$ cat config.mk
export PLATFORM = sky130hd
export DESIGN_NAME = conv_stim_gen_flat
export DESIGN_NICKNAME = d
export VERILOG_FILES = /design/src/rtl/conv_stim_gen_if.sv /design/src/rtl/conv_stim_gen.sv /design/src/flat_wrapper.sv
export SDC_FILE = /design/constraint.sdc
export NUM_CORES = 1
export LEC_CHECK = 0
export CORE_MARGIN = 1
export CORE_UTILIZATION = 45
export CTS_CLUSTER_SIZE = 24
export DETAILED_ROUTE_END_ITERATION = 12
export GPL_ROUTABILITY_DRIVEN = 0
export PLACE_DENSITY = 0.65
export SYNTH_ARGS = -nofsm -noshare
export SYNTH_HDL_FRONTEND = slang
export SYNTH_SLANG_ARGS = --single-unit
$ cat constraint.sdc
create_clock -name clk -period 5.1 [get_ports clk]
set_input_delay 1.02 -clock clk [delete_from_list [all_inputs] [get_ports clk]]
set_output_delay 1.02 -clock clk [all_outputs]
set_load 0.02 [all_outputs]
$ cat src/rtl/conv_stim_gen_if.sv
// ---------------------------------------------------------------------------
// conv_stim_gen_if
// Bus between the burst stimulus generator and its controller/converter.
//   start      : burst request
//   mode       : pattern select (counter, LFSR, alternating, constant)
//   width_sel  : requested converter width mode
//   num_words  : words in the burst
//   pclk       : latched width mode presented to the converter
//   enb        : converter enable, framing the burst
//   data       : parallel word, bits above the active width are zero
//   valid      : one-cycle pulse for each new data word
//   busy       : burst in progress
//   done       : one-cycle pulse at burst end
//   word_cnt   : words issued in the current or last burst
// The generator uses the master modport; the controller side uses slave.
// ---------------------------------------------------------------------------
interface conv_stim_gen_if #(
  parameter int DATA_W = 32,
  parameter int CNT_W  = 8
);
  logic              start;
  logic [1:0]        mode;
  logic [1:0]        width_sel;
  logic [CNT_W-1:0]  num_words;
  logic [1:0]        pclk;
  logic              enb;
  logic [DATA_W-1:0] data;
  logic              valid;
  logic              busy;
  logic              done;
  logic [CNT_W-1:0]  word_cnt;

  modport master (
    input  start, mode, width_sel, num_words,
    output pclk, enb, data, valid, busy, done, word_cnt
  );

  modport slave (
    output start, mode, width_sel, num_words,
    input  pclk, enb, data, valid, busy, done, word_cnt
  );
endinterface

$ cat src/rtl/conv_stim_gen.sv
// ---------------------------------------------------------------------------
// conv_stim_gen
// Burst stimulus generator for the parallel-to-serial converter. A burst is
// a lead-in with enb high, num_words words each held HOLD_CYCLES clocks,
// then a tail with enb still high, finishing with a done pulse.
// Ports:
//   clk    : single clock, rising edge
//   reset  : synchronous, active-high; aborts any burst without done
//   bus    : conv_stim_gen_if master modport (control in, converter out)
// ---------------------------------------------------------------------------
module conv_stim_gen #(
  parameter int          DATA_W      = 32,
  parameter int          CNT_W       = 8,
  parameter int          HOLD_CYCLES = 4,
  parameter int          LEAD_CYCLES = 4,
  parameter int          TAIL_CYCLES = 8,
  parameter logic [31:0] SEED        = 32'h0F00FF55,
  parameter logic [31:0] LFSR_TAPS   = 32'hA3000000
) (
  input logic              clk,
  input logic              reset,
  conv_stim_gen_if.master  bus
);

  typedef enum logic [1:0] {IDLE, LEAD, RUN, TAIL} state_t;

  localparam logic [DATA_W-1:0] SEED_T    = DATA_W'(SEED);
  localparam logic [DATA_W-1:0] TAPS_T    = DATA_W'(LFSR_TAPS);
  localparam logic [DATA_W-1:0] ALL_ONES  = '1;
  localparam logic [DATA_W-1:0] MASK_HALF = ALL_ONES >> (DATA_W / 2);
  localparam logic [DATA_W-1:0] MASK_QTR  = ALL_ONES >> (DATA_W - DATA_W / 4);

  // The shared phase timer is loaded with (cycles - 1), so it only needs
  // to hold the largest phase length minus one.
  localparam int MAXC  = (LEAD_CYCLES > HOLD_CYCLES) ?
                         ((LEAD_CYCLES > TAIL_CYCLES) ? LEAD_CYCLES : TAIL_CYCLES) :
                         ((HOLD_CYCLES > TAIL_CYCLES) ? HOLD_CYCLES : TAIL_CYCLES);
  localparam int TMR_W = (MAXC < 2) ? 1 : $clog2(MAXC);

  localparam logic [TMR_W-1:0] LEAD_LD = TMR_W'(LEAD_CYCLES - 1);
  localparam logic [TMR_W-1:0] HOLD_LD = TMR_W'(HOLD_CYCLES - 1);
  localparam logic [TMR_W-1:0] TAIL_LD = TMR_W'(TAIL_CYCLES - 1);

  state_t            state_q, state_n;
  logic [TMR_W-1:0]  tmr_q, tmr_n;
  logic [DATA_W-1:0] pat_q, pat_n;
  logic [DATA_W-1:0] data_q, data_n;
  logic [1:0]        mode_q, mode_n;
  logic [1:0]        pclk_q, pclk_n;
  logic [CNT_W-1:0]  num_q, num_n;
  logic [CNT_W-1:0]  cnt_q, cnt_n;
  logic              enb_q, enb_n;
  logic              valid_q, valid_n;
  logic              busy_q, busy_n;
  logic              done_q, done_n;

  // LFSR mode cannot start from zero or it would lock up.
  function automatic logic [DATA_W-1:0] first_pattern(input logic [1:0] m);
    if (m == 2'b01 && SEED_T == '0) return DATA_W'(1);
    return SEED_T;
  endfunction

  function automatic logic [DATA_W-1:0] next_pattern(input logic [DATA_W-1:0] p,
                                                     input logic [1:0]        m);
    case (m)
      2'b00:   return p + DATA_W'(1);
      2'b01:   return (p >> 1) ^ (p[0] ? TAPS_T : '0);
      2'b10:   return ~p;
      default: return p;
    endcase
  endfunction

  function automatic logic [DATA_W-1:0] width_mask(input logic [1:0] w);
    case (w)
      2'b01:   return MASK_HALF;
      2'b10:   return MASK_QTR;
      default: return ALL_ONES;
    endcase
  endfunction

  // State and output registers; reset clears everything, including any
  // burst in flight, without raising done.
  always_ff @(posedge clk) begin
    if (reset) begin
      state_q <= IDLE;
      tmr_q   <= '0;
      pat_q   <= '0;
      data_q  <= '0;
      mode_q  <= 2'b00;
      pclk_q  <= 2'b00;
      num_q   <= '0;
      cnt_q   <= '0;
      enb_q   <= 1'b0;
      valid_q <= 1'b0;
      busy_q  <= 1'b0;
      done_q  <= 1'b0;
    end else begin
      state_q <= state_n;
      tmr_q   <= tmr_n;
      pat_q   <= pat_n;
      data_q  <= data_n;
      mode_q  <= mode_n;
      pclk_q  <= pclk_n;
      num_q   <= num_n;
      cnt_q   <= cnt_n;
      enb_q   <= enb_n;
      valid_q <= valid_n;
      busy_q  <= busy_n;
      done_q  <= done_n;
    end
  end

  // Next-state and next-output logic; valid and done are pulses and fall
  // back to zero unless a branch raises them.
  always_comb begin
    state_n = state_q;
    tmr_n   = tmr_q;
    pat_n   = pat_q;
    data_n  = data_q;
    mode_n  = mode_q;
    pclk_n  = pclk_q;
    num_n   = num_q;
    cnt_n   = cnt_q;
    enb_n   = enb_q;
    busy_n  = busy_q;
    valid_n = 1'b0;
    done_n  = 1'b0;

    case (state_q)
      IDLE: begin
        if (bus.start) begin
          if (bus.num_words != '0) begin
            mode_n  = bus.mode;
            pclk_n  = (bus.width_sel == 2'b11) ? 2'b00 : bus.width_sel;
            num_n   = bus.num_words;
            cnt_n   = '0;
            enb_n   = 1'b1;
            busy_n  = 1'b1;
            tmr_n   = LEAD_LD;
            state_n = LEAD;
          end else begin
            done_n = 1'b1;
          end
        end
      end

      LEAD: begin
        if (tmr_q == '0) begin
          pat_n   = first_pattern(mode_q);
          data_n  = pat_n & width_mask(pclk_q);
          valid_n = 1'b1;
          cnt_n   = CNT_W'(1);
          tmr_n   = HOLD_LD;
          state_n = RUN;
        end else begin
          tmr_n = tmr_q - TMR_W'(1);
        end
      end

      RUN: begin
        if (tmr_q != '0) begin
          tmr_n = tmr_q - TMR_W'(1);
        end else if (cnt_q == num_q) begin
          tmr_n   = TAIL_LD;
          state_n = TAIL;
        end else begin
          pat_n   = next_pattern(pat_q, mode_q);
          data_n  = pat_n & width_mask(pclk_q);
          valid_n = 1'b1;
          cnt_n   = cnt_q + CNT_W'(1);
          tmr_n   = HOLD_LD;
        end
      end

      TAIL: begin
        if (tmr_q == '0) begin
          enb_n   = 1'b0;
          busy_n  = 1'b0;
          done_n  = 1'b1;
          state_n = IDLE;
        end else begin
          tmr_n = tmr_q - TMR_W'(1);
        end
      end

      default: state_n = IDLE;
    endcase
  end

  assign bus.pclk     = pclk_q;
  assign bus.enb      = enb_q;
  assign bus.data     = data_q;
  assign bus.valid    = valid_q;
  assign bus.busy     = busy_q;
  assign bus.done     = done_q;
  assign bus.word_cnt = cnt_q;

endmodule
$ cat src/flat_wrapper.sv
// flat-port wrapper written by rule: the top's interface ports become plain ports
module conv_stim_gen_flat 
#(
  parameter int          DATA_W      = 32,
  parameter int          CNT_W       = 8,
  parameter int          HOLD_CYCLES = 4,
  parameter int          LEAD_CYCLES = 4,
  parameter int          TAIL_CYCLES = 8,
  parameter logic [31:0] SEED        = 32'h0F00FF55,
  parameter logic [31:0] LFSR_TAPS   = 32'hA3000000
)
  (clk, reset, bus_start, bus_mode, bus_width_sel, bus_num_words, bus_pclk, bus_enb, bus_data, bus_valid, bus_busy, bus_done, bus_word_cnt);
  conv_stim_gen_if #(.DATA_W(DATA_W), .CNT_W(CNT_W)) bus_i ();
  input logic clk;
  input logic reset;
  input wire logic [$bits(bus_i.start)-1:0] bus_start;
  input wire logic [$bits(bus_i.mode)-1:0] bus_mode;
  input wire logic [$bits(bus_i.width_sel)-1:0] bus_width_sel;
  input wire logic [$bits(bus_i.num_words)-1:0] bus_num_words;
  output wire logic [$bits(bus_i.pclk)-1:0] bus_pclk;
  output wire logic [$bits(bus_i.enb)-1:0] bus_enb;
  output wire logic [$bits(bus_i.data)-1:0] bus_data;
  output wire logic [$bits(bus_i.valid)-1:0] bus_valid;
  output wire logic [$bits(bus_i.busy)-1:0] bus_busy;
  output wire logic [$bits(bus_i.done)-1:0] bus_done;
  output wire logic [$bits(bus_i.word_cnt)-1:0] bus_word_cnt;
  assign bus_i.start = bus_start;
  assign bus_i.mode = bus_mode;
  assign bus_i.width_sel = bus_width_sel;
  assign bus_i.num_words = bus_num_words;
  assign bus_pclk = bus_i.pclk;
  assign bus_enb = bus_i.enb;
  assign bus_data = bus_i.data;
  assign bus_valid = bus_i.valid;
  assign bus_busy = bus_i.busy;
  assign bus_done = bus_i.done;
  assign bus_word_cnt = bus_i.word_cnt;
  conv_stim_gen #(.DATA_W(DATA_W), .CNT_W(CNT_W), .HOLD_CYCLES(HOLD_CYCLES), .LEAD_CYCLES(LEAD_CYCLES), .TAIL_CYCLES(TAIL_CYCLES), .SEED(SEED), .LFSR_TAPS(LFSR_TAPS)) u_core (.clk(clk), .reset(reset), .bus(bus_i));
endmodule
After elaboration in Yosys (flattened, before gate mapping)
Index checks and enable logic that the tools add are counted.

Bits of input ports: 15. Memory bits (read-only): 0. RAM bits: 0. Logic and storage cells: 97. Latch bits: 0. Memories: 0. Flip-flop bits (word level): 92.

Shifts and indexed selects: 0. Eq/ne operators: 17. Muxes and demuxes: 49. Reductions and logical operators: 14. $lt $le $gt $ge: 0. Add/subtract/negate cells: 3. Bitwise logic cells: 3. Div/mod/pow operators: 0. $mul: 0.

Operators by type and width (number): 32-bit two-way mux (13); 32-bit one-hot mux with 2 select lines (3); 32-bit one-hot mux with 3 select lines (1); 8-bit two-way mux (5); 32-bit by 1-bit adder with 32-bit output (second input constant) (1); 32-bit AND (1); 32-bit NOT (1); 31-bit by 32-bit bitwise XOR with 32-bit output (1); 8-bit one-hot mux with 3 select lines (1); 3-bit two-way mux (6); 2-bit two-way mux (7); 3-bit one-hot mux with 4 select lines (1); 6-bit AND reduction (2); 2-bit == test (second input constant) (5); 8-bit by 1-bit adder with 8-bit output (second input constant) (1); 8-bit == test (1); 1-bit two-way mux (8); 2-bit by 1-bit != test with 1-bit output (second input constant) (4); 2-bit != test (second input constant) (4); 2-bit one-hot mux with 4 select lines (1); 4-bit AND reduction (2); 8-bit nonzero test (1); 2-bit by 1-bit == test with 1-bit output (second input constant) (3); 1-bit one-hot mux with 2 select lines (3); other kinds (6) (10).

Logic depth before layout (Yosys ltp)
Gate-level depths: netlist of run 1.

Depth in word-level cells: 10. Mapped depth: 10. Gate-level depth less buffers: 8.

Least setup slack after synthesis of run 1
Ideal clock, no wire load.

Path kind: input -> register. Start point: input port bus_num_words[0]. End point: register u_core.cnt_q[6], in the netlist u_core.bus.word_cnt[6]. Slack: 2.719 ns. Stages: 6. Path buffers: 0. Data arrival time: 2.285 ns. Required time: 5.005 ns. Cell sequence: nor4_1 and2_1 o21ai_0 o211ai_2 or4_1 a221oi_1.

Cells in the longest elaborated chain, start to end: 3.

Ends and longest elaborated chain: from (decl) (RTL line flat_wrapper.sv:19) `input wire logic [$bits(bus_i.num_words)-1:0] bus_num_words;`; 8-bit nonzero test (RTL line conv_stim_gen.sv:132) `if (bus.num_words != '0) begin`; 2-bit by 1-bit != test with 1-bit output (no line); 6-bit AND reduction (no line); to (signal assigned) (RTL line conv_stim_gen.sv:105) `cnt_q <= cnt_n;`; to (decl) (RTL line conv_stim_gen.sv:51) `logic [CNT_W-1:0] cnt_q, cnt_n;`.

No other way between the ends. A chain may end at the register's enable or synchronous reset.

Final worst setup path of run 1
Start point: register u_core.state_q[0]. End point: register u_core.data_q[29], in the netlist u_core.bus.data[29].

Cells in the longest elaborated chain, start to end: 3.

Ends and longest elaborated chain: from (decl) (RTL line conv_stim_gen.sv:44) `state_t state_q, state_n;`; from (signal assigned) (RTL line conv_stim_gen.sv:98) `state_q <= state_n;`; 2-bit == test or 2-bit by 1-bit == test with 1-bit output (tied branches); 2-bit != test (no line) (tied with other cells); 4-bit AND reduction (no line); to (signal assigned) (RTL line conv_stim_gen.sv:101) `data_q <= data_n;`; to (decl) (RTL line conv_stim_gen.sv:47) `logic [DATA_W-1:0] data_q, data_n;`.

Several ways; a longest one is shown, not always the timed one.

==> metrics.txt, run 1 <==
# TYPE chip_impl_metric gauge
chip_impl_metric{name="track_usage",unit="%"} 24.3
chip_impl_metric{name="setup_fix_buffers_added_after_clock_tree_synthesis",unit=""} 0
chip_impl_metric{name="syn_nets",unit=""} 717
chip_impl_info{name="synth_area_leader_cell",value="sky130_fd_sc_hd__dfxtp_1"} 1
chip_impl_metric{name="total_leakage_power",unit="nW"} 2.19
chip_impl_info{name="critPathLaunchType",value="flip-flop"} 1
chip_impl_metric{name="crit_arrival",unit="ns"} 3.63
chip_impl_metric{name="maximum_clock_frequency",unit="MHz"} 300
chip_impl_metric{name="path_clk_slew",unit="ns"} 0.06
chip_impl_metric{name="power-per-cell-area",unit="mW/mm^2"} 514
chip_impl_info{name="result_of_the_run",value="finished, final reports clean"} 1
chip_impl_metric{name="post_cts_resized",unit=""} 0
chip_impl_metric{name="yosysWarnings",unit=""} 0
chip_impl_metric{name="tightest_slew",unit="ns"} 1.12
chip_impl_metric{name="firstDrtPassIters",unit=""} 5
chip_impl_info{name="timing.rr.end",value="u_core.bus.data[29]"} 1
chip_impl_info{name="clockRootBuffer",value="sky130_fd_sc_hd__clkbuf_16"} 1
chip_impl_metric{name="power.net_switching",unit="mW"} 1.39
chip_impl_metric{name="synth_adder_area_share",unit="%"} 2.58
chip_impl_metric{name="multi_input_area",unit="mm^2"} 0.00325
chip_impl_metric{name="area.sequential",unit="mm^2"} 0.00168
chip_impl_metric{name="grt_max_degree",unit=""} 62
chip_impl_metric{name="grt_pass1_wl",unit="um"} 24200
chip_impl_metric{name="fin_worst_hold_slack",unit="ns"} 0.451
chip_impl_metric{name="critical_path_required",unit="ns"} 5.39
chip_impl_metric{name="grt_remaining_overflow",unit=""} 0
chip_impl_info{name="path_delay_family",value="compound AO/OA/AOI/OAI gates"} 1
chip_impl_metric{name="route.detailed.wl_per_inst",unit="um"} 17.1
chip_impl_metric{name="final_critical_path_required_period",unit="ns"} 3.33
chip_impl_metric{name="dp_wirelength",unit="um"} 9980
chip_impl_metric{name="slew_headroom",unit="%"} 25.5
chip_impl_info{name="rsz0062_at_grt",value="false"} 1
chip_impl_info{name="hold_class",value="flip-flop to flip-flop"} 1
chip_impl_metric{name="dieHeight",unit="um"} 111
chip_impl_metric{name="detail-route-antenna-nets",unit=""} 0
chip_impl_metric{name="postSynth.asyncResetShare",unit="%"} 0
chip_impl_metric{name="detail_route.drc_violations",unit=""} 0
chip_impl_metric{name="area_growth",unit="%"} 14.7
chip_impl_info{name="cts_tree",value="built"} 1
chip_impl_metric{name="muxShareOfSynthArea",unit="%"} 1.53
chip_impl_metric{name="design.portCount",unit=""} 61
chip_impl_metric{name="wl_final",unit="um"} 14400
chip_impl_metric{name="timing.final.hold_violations",unit=""} 0
chip_impl_metric{name="irDropWorstVdd",unit="mV"} 0.326
chip_impl_metric{name="sequential_cell_area_fraction_in_the_yosys_report",unit="%"} 31.5
chip_impl_metric{name="nets",unit=""} 725
chip_impl_info{name="list_of_most_frequent_post_synthesis_cells",value="sky130_fd_sc_hd__dfxtp_1 (84), sky130_fd_sc_hd__nand2_1 (79), sky130_fd_sc_hd__nor2_1 (51)"} 1
chip_impl_metric{name="timing.clock.skew",unit="ns"} 0.00913
chip_impl_metric{name="synthesis.instances",unit=""} 691
chip_impl_metric{name="setup_viol_count_final",unit=""} 0
chip_impl_metric{name="finish.cell_count_without_fillers",unit=""} 844
chip_impl_metric{name="share_comb_of_total_power",unit="%"} 47.8
chip_impl_metric{name="number_of_global_route_vias_before_repair",unit=""} 4864
chip_impl_metric{name="clkLatencyLatePin",unit="ns"} 0.35
chip_impl_metric{name="htreeDepth",unit=""} 3
chip_impl_info{name="synth_top_family_by_area",value="simple AND/OR/NAND/NOR gates"} 1
chip_impl_metric{name="post_dp_cell_area",unit="mm^2"} 0.00583
chip_impl_info{name="synth_top_cells_by_area",value="sky130_fd_sc_hd__dfxtp_1 (32%), sky130_fd_sc_hd__nand2_1 (5.6%), sky130_fd_sc_hd__a21oi_1 (4.7%)"} 1
chip_impl_metric{name="cap_violations",unit=""} 0
chip_impl_metric{name="r2r_slack",unit="ns"} 1.77
chip_impl_metric{name="design.die.area",unit="mm^2"} 0.0123
chip_impl_metric{name="reg2reg_depth",unit=""} 9
chip_impl_metric{name="critPathMaxStageDelay",unit="ns"} 0.94
chip_impl_metric{name="antenna_cells",unit=""} 0
chip_impl_metric{name="finalSetupTns",unit="ns"} 0
chip_impl_info{name="crit_path_end",value="u_core.bus.data[29]"} 1
chip_impl_metric{name="cts_sinks",unit=""} 84
chip_impl_metric{name="timing.final.max_slew_violations",unit=""} 0
chip_impl_metric{name="number_of_antenna_violations_at_the_first_check_in_global_routing",unit=""} 0
chip_impl_metric{name="vias",unit=""} 5193
chip_impl_metric{name="synth_top_area_share",unit="%"} 31.5
chip_impl_metric{name="fillers",unit=""} 1099
chip_impl_metric{name="synth-compound-area-share",unit="%"} 25.5
chip_impl_metric{name="count_of_distinct_cell_types_in_the_synthesized_netlist",unit=""} 72
chip_impl_metric{name="avgViaCountPerCell",unit=""} 6.15
chip_impl_metric{name="worstPathMaxFanout",unit=""} 41
chip_impl_metric{name="synthSimpleGateAreaFrac",unit="%"} 26.8
chip_impl_metric{name="initial_utilization",unit="%"} 46.5
chip_impl_metric{name="buffer_ports.inserted",unit=""} 60
chip_impl_info{name="timing.rr.start",value="u_core.state_q[0]"} 1
chip_impl_metric{name="mappedNetlistArea",unit="mm^2"} 0.00533
chip_impl_metric{name="num_rows",unit=""} 39
chip_impl_metric{name="pwr-share-seq",unit="%"} 31.7
chip_impl_info{name="cp-end-kind",value="flip-flop"} 1
chip_impl_metric{name="dp.cells",unit=""} 831
chip_impl_metric{name="synth-seq-cells",unit=""} 84
chip_impl_info{name="crit_path_start",value="u_core.state_q[0]"} 1
chip_impl_metric{name="post_route_cells_drive_above_1_share",unit="%"} 5.56
chip_impl_metric{name="pwr-share-clk",unit="%"} 20.4
chip_impl_metric{name="cts-buffers-inserted",unit=""} 9
chip_impl_info{name="timing.critical_path.slowest_stage_cell",value="sky130_fd_sc_hd__a31oi_4"} 1
chip_impl_metric{name="layout_worst_path_cycle_share",unit="%"} 65.3
chip_impl_metric{name="initialDrtViolationCount",unit=""} 386
chip_impl_metric{name="synthXorXnorAreaFrac",unit="%"} 4.44
chip_impl_metric{name="power_switching_share",unit="%"} 44.1
chip_impl_metric{name="avg_synthesized_cell_area",unit="um^2"} 7.71
chip_impl_metric{name="die_w",unit="um"} 111
chip_impl_metric{name="cp_num_cells",unit=""} 9
chip_impl_info{name="synth_flop_cell",value="sky130_fd_sc_hd__dfxtp_1"} 1
chip_impl_metric{name="maximum_count_of_clock_buffers_along_a_single_path",unit=""} 2
chip_impl_info{name="critical_path.cell_chain",value="inv_1 -> ha_1 -> buf_4 -> nor2_1 -> o21ai_0 -> a31oi_4 -> nand3_1 -> a211oi_1 -> a32o_1"} 1
chip_impl_metric{name="internal_power",unit="mW"} 1.76
chip_impl_metric{name="crit_buf_inv",unit=""} 2
chip_impl_metric{name="finish.instance_area",unit="mm^2"} 0.00611
chip_impl_metric{name="core_region_area",unit="mm^2"} 0.0115
chip_impl_info{name="criticalPathCategory",value="flip-flop to flip-flop"} 1
chip_impl_metric{name="holdBufCountCts",unit=""} 0
chip_impl_metric{name="synth-edff-count",unit=""} 0
chip_impl_info{name="yosysMostFrequentCell",value="sky130_fd_sc_hd__dfxtp_1"} 1
==> tightest hold or removal path: stages (launching register included) <==
cell and delay, ns:
sky130_fd_sc_hd__dfxtp_1 0.31, sky130_fd_sc_hd__nand2_1 0.05, sky130_fd_sc_hd__o21ai_1 0.05
==> layout by cell type (no fill, tap or decap), types with 12 or more instances in the layout <==
cell type                          n
sky130_fd_sc_hd__nor3_1           18
sky130_fd_sc_hd__nand2_1          79
sky130_fd_sc_hd__nand3b_1         14
sky130_fd_sc_hd__o21ai_0          41
sky130_fd_sc_hd__inv_1            19
sky130_fd_sc_hd__nor2b_1          12
sky130_fd_sc_hd__clkdlybuf4s50_1  59
sky130_fd_sc_hd__nand3_1          20
sky130_fd_sc_hd__a21oi_1          50
sky130_fd_sc_hd__dfxtp_1          82
sky130_fd_sc_hd__nor2_1           51
sky130_fd_sc_hd__xor2_1           21
sky130_fd_sc_hd__a211oi_1         15
sky130_fd_sc_hd__nand2b_1         12
==> cell type report <==
cell class / count / area share, %
multi-input combinational: 518 / 53.2
inverter: 19 / 1.17
sequential: 84 / 27.6
timing repair buffer: 67 / 10.6
tap: 143 / 2.93
clock inverter: 2 / 0.614
clock buffer: 11 / 3.97
==> power groups by stage <==
stage | clock network, mW | logic (mW) | registers (mW)
global route | 0.683 | 1.67 | 1.03
global placement | 0 | 1.47 | 1.00
floorplan | 0 | 1.18 | 0.938
detailed placement | 0 | 1.49 | 1.01
CTS | 0.655 | 1.50 | 0.995
finish | 0.642 | 1.50 | 0.997
==> routing by layer <==
metal / up-vias / GRT usage, % / share of wire (%)
li1: 2519 / - / -
met1: 2457 / 31.0 / 43
met2: 183 / 37.2 / 47
met3: 34 / 5.63 / 6.4
met4: 0 / 14.3 / 4.0
met5: - / 0 / 0
==> how the worst min path moves through the flow <==
stage	endpoint	from	cells after the start	slack, ns
6_report	u_core.bus.data[28]	u_core.bus.data[28]	2	0.45
5_1_grt	u_core.bus.data[23]	u_core.bus.data[23]	2	0.48
4_1_cts	u_core.bus.data[23]	u_core.bus.data[23]	2	0.46
3_5_place_dp	u_core.bus.data[23]	u_core.bus.data[23]	2	0.44
3_3_place_gp	u_core.bus.data[23]	u_core.bus.data[23]	2	0.44
2_1_floorplan	u_core.num_q[0]	u_core.num_q[0]	2	0.45
==> metrics by stage <==
stage | power [mW] | setup slack, ns | utilization, %
floorplan | 2.12 | 2.72 | -
global placement | 2.47 | 1.88 | 50.9
detailed placement | 2.50 | 1.78 | 50.9
CTS | 3.15 | 1.80 | 53.3
global route | 3.38 | 1.41 | 53.3
finish | 3.14 | 1.77 | 53.3
==> registers in the layout, summed over array words and instances, names as in the netlist <==
register / count
u_core.bus.data: 32
u_core.pat_q: 24
u_core.num_q: 8
u_core.bus.done: 1
u_core.bus.word_cnt: 8
u_core.mode_q: 2
u_core.bus.enb: 1
u_core.bus.valid: 1
u_core.tmr_q: 3
u_core.bus.pclk: 2
u_core.state_q: 2
==> kinds of logic (layout without fill, tap and decap cells) <==
logic type	Yosys count	in the layout
AND/OR/NAND/NOR	271	271
AO/OA/AOI/OAI	201	201
buffers and inverters	89	99
flip-flops	84	84
XOR/XNOR	27	27
adder cells (fa/ha/maj)	11	11
multiplexers	8	8
Power figures use the tool's default switching activity.
==> inputs of run 2 (changes only) <==
--- a/config.mk
+++ b/config.mk
@@ -10,7 +10,7 @@
 export CTS_CLUSTER_SIZE = 24
 export DETAILED_ROUTE_END_ITERATION = 12
 export GPL_ROUTABILITY_DRIVEN = 0
-export PLACE_DENSITY = 0.65
+export PLACE_DENSITY = 0.68
 export SYNTH_ARGS = -nofsm -noshare
 export SYNTH_HDL_FRONTEND = slang
 export SYNTH_SLANG_ARGS = --single-unit
==> constraint.sdc (replaced) <==
create_clock -name clk -period 3 [get_ports clk]
set_input_delay 0.6 -clock clk [delete_from_list [all_inputs] [get_ports clk]]
set_output_delay 0.6 -clock clk [all_outputs]
set_load 0.02 [all_outputs]
==> metrics.txt, run 2 (same netlist as run 1, synthesis figures left out) <==
# TYPE chip_impl_metric gauge
chip_impl_metric{name="avgViaCountPerCell",unit=""} 6.08
chip_impl_metric{name="slew_headroom",unit="%"} 50.4
chip_impl_metric{name="wl_final",unit="um"} 14900
chip_impl_info{name="rsz0062_at_grt",value="false"} 1
chip_impl_metric{name="detail_route.wirelength.met1",unit="um"} 6360
chip_impl_metric{name="r2r_slack",unit="ns"} 0.50
chip_impl_metric{name="timing.final.max_slew_violations",unit=""} 0
chip_impl_metric{name="finalSetupTns",unit="ns"} 0
chip_impl_metric{name="buffer_ports.inserted",unit=""} 60
chip_impl_metric{name="post_dp_cell_area",unit="mm^2"} 0.00594
chip_impl_metric{name="nets",unit=""} 740
chip_impl_info{name="maxUsedRoutingLayer",value="met4"} 1
chip_impl_metric{name="antenna_cells",unit=""} 0
chip_impl_metric{name="post_route_cells_drive_above_1_share",unit="%"} 7.53
chip_impl_info{name="criticalPathCategory",value="flip-flop to flip-flop"} 1
chip_impl_info{name="cp-end-kind",value="flip-flop"} 1
chip_impl_metric{name="clkLatencyLatePin",unit="ns"} 0.35
chip_impl_metric{name="holdBufCountCts",unit=""} 0
chip_impl_metric{name="maximum_clock_frequency",unit="MHz"} 399
chip_impl_metric{name="dp_wirelength",unit="um"} 10700
chip_impl_metric{name="timing.clock.skew",unit="ns"} 0.00839
chip_impl_metric{name="initial_utilization",unit="%"} 46.5
chip_impl_metric{name="cap_violations",unit=""} 0
chip_impl_metric{name="maximum_count_of_clock_buffers_along_a_single_path",unit=""} 2
chip_impl_metric{name="grt_pass1_wl",unit="um"} 24900
chip_impl_metric{name="post_cts_resized",unit=""} 0
chip_impl_metric{name="setup_fix_buffers_added_after_clock_tree_synthesis",unit=""} 0
chip_impl_info{name="result_of_the_run",value="finished, final reports clean"} 1
chip_impl_info{name="final_common_cell",value="sky130_fd_sc_hd__dfxtp_1"} 1
chip_impl_metric{name="finish.instance_area",unit="mm^2"} 0.00625
chip_impl_info{name="hold_class",value="flip-flop to flip-flop"} 1
chip_impl_metric{name="total_leakage_power",unit="nW"} 2.28
chip_impl_metric{name="path_clk_slew",unit="ns"} 0.06
chip_impl_info{name="final_cell_mix",value="sky130_fd_sc_hd__dfxtp_1 (82), sky130_fd_sc_hd__nand2_1 (79), sky130_fd_sc_hd__clkdlybuf4s50_1 (59)"} 1
chip_impl_metric{name="layout_worst_path_cycle_share",unit="%"} 83.5
chip_impl_metric{name="number_of_antenna_violations_at_the_first_check_in_global_routing",unit=""} 0
chip_impl_metric{name="core_region_area",unit="mm^2"} 0.0115
chip_impl_metric{name="final_critical_path_required_period",unit="ns"} 2.50
chip_impl_metric{name="area_growth",unit="%"} 17.3
chip_impl_info{name="clockRootBuffer",value="sky130_fd_sc_hd__clkbuf_16"} 1
chip_impl_metric{name="initialDrtViolationCount",unit=""} 365
chip_impl_metric{name="worstPathMaxFanout",unit=""} 11
chip_impl_metric{name="detail-route-antenna-nets",unit=""} 0
chip_impl_metric{name="cts_sinks",unit=""} 84
chip_impl_metric{name="crit_arrival",unit="ns"} 2.80
chip_impl_metric{name="htreeDepth",unit=""} 3
chip_impl_info{name="cts_tree",value="built"} 1
chip_impl_info{name="critPathLaunchType",value="flip-flop"} 1
chip_impl_metric{name="cts-buffers-inserted",unit=""} 9
chip_impl_metric{name="grt_max_degree",unit=""} 42
chip_impl_metric{name="num_rows",unit=""} 39
chip_impl_metric{name="power-per-cell-area",unit="mW/mm^2"} 889
chip_impl_metric{name="met3_wirelength",unit="um"} 893
chip_impl_metric{name="detail_route.drc_violations",unit=""} 0
chip_impl_metric{name="fillers",unit=""} 1068
chip_impl_metric{name="grt_remaining_overflow",unit=""} 0
chip_impl_metric{name="vias",unit=""} 5228
chip_impl_metric{name="design.die.area",unit="mm^2"} 0.0123
chip_impl_metric{name="largest_register_ffs",unit=""} 32
chip_impl_metric{name="dieHeight",unit="um"} 111
chip_impl_metric{name="critical_path_required",unit="ns"} 3.29
chip_impl_metric{name="track_usage",unit="%"} 24.8
chip_impl_metric{name="number_of_global_route_vias_before_repair",unit=""} 5000
chip_impl_metric{name="route.detailed.wl_per_inst",unit="um"} 17.3
chip_impl_metric{name="setup_viol_count_final",unit=""} 0
chip_impl_metric{name="timing.final.hold_violations",unit=""} 0
chip_impl_metric{name="firstDrtPassIters",unit=""} 5
chip_impl_metric{name="met2WireLength",unit="um"} 7210
chip_impl_metric{name="irDropWorstVdd",unit="mV"} 0.631
chip_impl_metric{name="die_w",unit="um"} 111
chip_impl_metric{name="design.portCount",unit=""} 61
chip_impl_metric{name="tightest_slew",unit="ns"} 0.738
[run 2: through the flow]
step / std cells / utilization (%) / hold WS [ns] / setup slack (ns) / power (mW)
after global routing: 860 / 54.5 / 0.476 / 0.276 / 5.94
after CTS: 860 / 54.5 / 0.455 / 0.516 / 5.56
final: 860 / 54.5 / 0.451 / 0.496 / 5.56
after global placement: 846 / 51.8 / 0.441 / 0.354 / 4.27
after detailed placement: 846 / 51.8 / 0.447 / 0.244 / 4.36
after floorplan: 691 / - / 0.448 / 0.963 / 3.60
[run 2: cell type report]
class / instances / area [um^2] / area share (%)
Inverter: 19 / 71.3 / 1.14
Multi-Input combinational cell: 518 / 3250 / 52.0
Clock inverter: 2 / 60.1 / 0.961
Sequential cell: 84 / 1680 / 26.9
Clock buffer: 12 / 246 / 3.94
Timing Repair Buffer: 82 / 761 / 12.2
Tap cell: 143 / 179 / 2.86
[run 2: power breakdown]
part | switching, mW | total, mW | leakage, nW | internal (mW)
sequential | 0.341 | 1.70 | 0.686 | 1.36
clock | 0.442 | 1.19 | 0.149 | 0.743
combinational | 1.62 | 2.67 | 1.45 | 1.05
[run 2: routing by layer]
| layer | vias to the layer above | global-route usage, % |
|---|---|---|
| met5 | - | 0 |
| met3 | 31 | 5.69 |
| met4 | 0 | 10.0 |
| li1 | 2560 | - |
| met1 | 2439 | 30.6 |
| met2 | 198 | 41.6 |
[run 2: worst max-delay path: stages (launching register included)]
cell,delay [ns]
sky130_fd_sc_hd__dfxtp_1,0.40
sky130_fd_sc_hd__inv_1,0.10
sky130_fd_sc_hd__ha_1,0.50
sky130_fd_sc_hd__o21ai_0,0.28
sky130_fd_sc_hd__o21bai_2,0.30
sky130_fd_sc_hd__nor3_1,0.59
sky130_fd_sc_hd__a32o_1,0.26
[run 2: worst paths after layout]
check / from / end / cells after the start
worst min register to register: u_core.bus.data[18] / u_core.bus.data[18] / 2
worst max-delay path: u_core.state_q[1] / u_core.pat_q[30] / 6
worst min-delay path: u_core.bus.data[18] / u_core.bus.data[18] / 2
worst max register to register: u_core.state_q[1] / u_core.pat_q[30] / 6
==> inputs of run 3 (changes only) <==
--- a/config.mk
+++ b/config.mk
@@ -10,7 +10,7 @@
 export CTS_CLUSTER_SIZE = 24
 export DETAILED_ROUTE_END_ITERATION = 12
 export GPL_ROUTABILITY_DRIVEN = 0
-export PLACE_DENSITY = 0.68
+export PLACE_DENSITY = 0.65
 export SYNTH_ARGS = -nofsm -noshare
 export SYNTH_HDL_FRONTEND = slang
 export SYNTH_SLANG_ARGS = --single-unit
==> constraint.sdc (replaced) <==
create_clock -name clk -period 2.5 [get_ports clk]
set_input_delay 0.5 -clock clk [delete_from_list [all_inputs] [get_ports clk]]
set_output_delay 0.5 -clock clk [all_outputs]
set_load 0.02 [all_outputs]
==> metrics.txt, run 3 (same netlist as run 1, synthesis figures left out) <==
# TYPE chip_impl_metric gauge
chip_impl_info{name="result_of_the_run",value="finished, final reports clean"} 1
chip_impl_metric{name="clkLatencyLatePin",unit="ns"} 0.36
chip_impl_info{name="final_cell_mix",value="sky130_fd_sc_hd__dfxtp_1 (82), sky130_fd_sc_hd__nand2_1 (79), sky130_fd_sc_hd__clkdlybuf4s50_1 (59)"} 1
chip_impl_metric{name="fillers",unit=""} 1060
chip_impl_metric{name="crit_arrival",unit="ns"} 2.59
chip_impl_metric{name="detail-route-antenna-nets",unit=""} 0
chip_impl_metric{name="power-per-cell-area",unit="mW/mm^2"} 1070
chip_impl_metric{name="dp_wirelength",unit="um"} 10900
chip_impl_metric{name="final_critical_path_required_period",unit="ns"} 2.34
chip_impl_metric{name="initial_utilization",unit="%"} 46.5
chip_impl_metric{name="setup_viol_count_final",unit=""} 0
chip_impl_metric{name="area.sequential",unit="mm^2"} 0.00168
chip_impl_metric{name="design.die.area",unit="mm^2"} 0.0123
chip_impl_metric{name="cts-buffers-inserted",unit=""} 9
chip_impl_metric{name="cts_sinks",unit=""} 84
chip_impl_metric{name="nets",unit=""} 771
chip_impl_metric{name="vias",unit=""} 5463
chip_impl_info{name="clockRootBuffer",value="sky130_fd_sc_hd__clkbuf_16"} 1
chip_impl_metric{name="grt_remaining_overflow",unit=""} 0
chip_impl_metric{name="tightest_slew",unit="ns"} 0.555
chip_impl_metric{name="holdBufCountCts",unit=""} 0
chip_impl_metric{name="core_region_area",unit="mm^2"} 0.0115
chip_impl_metric{name="pwr-share-clk",unit="%"} 20.8
chip_impl_metric{name="power_switching_share",unit="%"} 42.8
chip_impl_info{name="rsz0062_at_grt",value="false"} 1
chip_impl_metric{name="path_clk_slew",unit="ns"} 0.06
chip_impl_metric{name="dieHeight",unit="um"} 111
chip_impl_info{name="criticalPathCategory",value="flip-flop to flip-flop"} 1
chip_impl_metric{name="buffer_ports.inserted",unit=""} 60
chip_impl_metric{name="number_of_antenna_violations_at_the_first_check_in_global_routing",unit=""} 0
chip_impl_info{name="cts_tree",value="built"} 1
chip_impl_metric{name="timing.clock.skew",unit="ns"} 0.00722
chip_impl_metric{name="design.portCount",unit=""} 61
chip_impl_metric{name="area_growth",unit="%"} 22.3
chip_impl_info{name="final_common_cell",value="sky130_fd_sc_hd__dfxtp_1"} 1
chip_impl_metric{name="total_leakage_power",unit="nW"} 2.46
chip_impl_info{name="cp-end-kind",value="flip-flop"} 1
chip_impl_metric{name="route.detailed.wl_per_inst",unit="um"} 17.5
chip_impl_metric{name="timing.final.max_slew_violations",unit=""} 0
chip_impl_metric{name="grt_max_degree",unit=""} 41
chip_impl_metric{name="slew_headroom",unit="%"} 62.9
chip_impl_metric{name="wl_final",unit="um"} 15600
chip_impl_metric{name="layout_worst_path_cycle_share",unit="%"} 93.7
chip_impl_metric{name="initialDrtViolationCount",unit=""} 443
chip_impl_metric{name="worstPathMaxFanout",unit=""} 27
chip_impl_metric{name="internal_power",unit="mW"} 4.00
chip_impl_metric{name="avgViaCountPerCell",unit=""} 6.12
chip_impl_metric{name="detail_route.drc_violations",unit=""} 0
chip_impl_metric{name="post_route_cells_drive_above_1_share",unit="%"} 12.0
chip_impl_metric{name="largest_register_ffs",unit=""} 32
chip_impl_metric{name="antenna_cells",unit=""} 0
chip_impl_metric{name="finish.cell_count_without_fillers",unit=""} 893
chip_impl_metric{name="maximum_clock_frequency",unit="MHz"} 427
chip_impl_metric{name="critical_path_required",unit="ns"} 2.74
chip_impl_metric{name="multi_input_area",unit="mm^2"} 0.00326
chip_impl_metric{name="timing.final.hold_violations",unit=""} 0
chip_impl_metric{name="htreeDepth",unit=""} 3
chip_impl_metric{name="dp.cells",unit=""} 876
chip_impl_metric{name="number_of_global_route_vias_before_repair",unit=""} 5131
chip_impl_metric{name="firstDrtPassIters",unit=""} 5
chip_impl_metric{name="die_w",unit="um"} 111
chip_impl_metric{name="finalSetupTns",unit="ns"} 0
chip_impl_metric{name="track_usage",unit="%"} 26.0
chip_impl_metric{name="pwr-share-seq",unit="%"} 27.5
chip_impl_info{name="hold_class",value="flip-flop to flip-flop"} 1
chip_impl_info{name="critPathLaunchType",value="flip-flop"} 1
chip_impl_metric{name="maximum_count_of_clock_buffers_along_a_single_path",unit=""} 2
chip_impl_metric{name="irDropWorstVdd",unit="mV"} 0.671
chip_impl_metric{name="share_comb_of_total_power",unit="%"} 51.6
chip_impl_metric{name="num_rows",unit=""} 39
chip_impl_metric{name="cap_violations",unit=""} 0
chip_impl_metric{name="grt_pass1_wl",unit="um"} 25800
chip_impl_metric{name="power.net_switching",unit="mW"} 2.99
[run 3: per-layer routing]
layer / global-route usage (%) / wire, um
met1: 32.0 / 6700
met2: 42.2 / 7340
met3: 5.58 / 957
met4: 14.8 / 624
met5: 0 / 0
[run 3: power by group through the flow]
stage                     registers (mW)  clock network, mW  logic [mW]
after detailed placement            1.95                  0        3.55
after CTS                           1.92               1.49        3.57
after global placement              1.93                  0        3.48
final                               1.93               1.46        3.61
after global routing                1.96               1.54        3.97
after floorplan                     1.91                  0        2.41
[run 3: stage by stage]
step           instance area [um^2]  power, mW  worst slack (ns)  util [%]  hold WS [ns]
2_1_floorplan                  5330       4.32             0.463         -         0.448
3_5_place_dp                   6180       5.50           -0.0923      53.9         0.442
5_1_grt                        6520       7.47           0.00560      56.8         0.477
3_3_place_gp                   6180       5.42           -0.0134      53.9         0.435
6_report                       6520       6.99             0.157      56.8         0.447
4_1_cts                        6500       6.98             0.148      56.7         0.450
[run 3: final timing paths]
path / from / slack, ns / depth (start not counted) / end
min reg2reg: u_core.bus.data[28] / 0.45 / 2 / u_core.bus.data[28]
min: u_core.bus.data[28] / 0.45 / 2 / u_core.bus.data[28]
max reg2reg: u_core.state_q[0] / 0.16 / 8 / u_core.bus.data[0]
max: u_core.state_q[0] / 0.16 / 8 / u_core.bus.data[0]
[run 3: timing repair]
item | in CTS | in global routing
resized for setup | 0 | 3
buffers inserted | 0 | 1
setup endpoints to repair | 0 | 10
[run 3: final cells by class]
class | count | area share, %
clock buffer | 11 | 3.72
clock inverter | 5 | 1.15
inverter | 19 | 1.09
multi-input combinational | 518 | 50.0
sequential | 84 | 25.8
tap | 143 | 2.75
timing repair buffer | 113 | 15.5
[run 3: worst max-delay path, cell delays in order (launching register included)]
cell,delay (ns)
sky130_fd_sc_hd__dfxtp_1,0.34
sky130_fd_sc_hd__inv_1,0.13
sky130_fd_sc_hd__ha_1,0.19
sky130_fd_sc_hd__buf_4,0.35
sky130_fd_sc_hd__inv_1,0.24
sky130_fd_sc_hd__o21bai_2,0.42
sky130_fd_sc_hd__buf_4,0.33
sky130_fd_sc_hd__a2bb2oi_1,0.18
sky130_fd_sc_hd__nor2_1,0.05
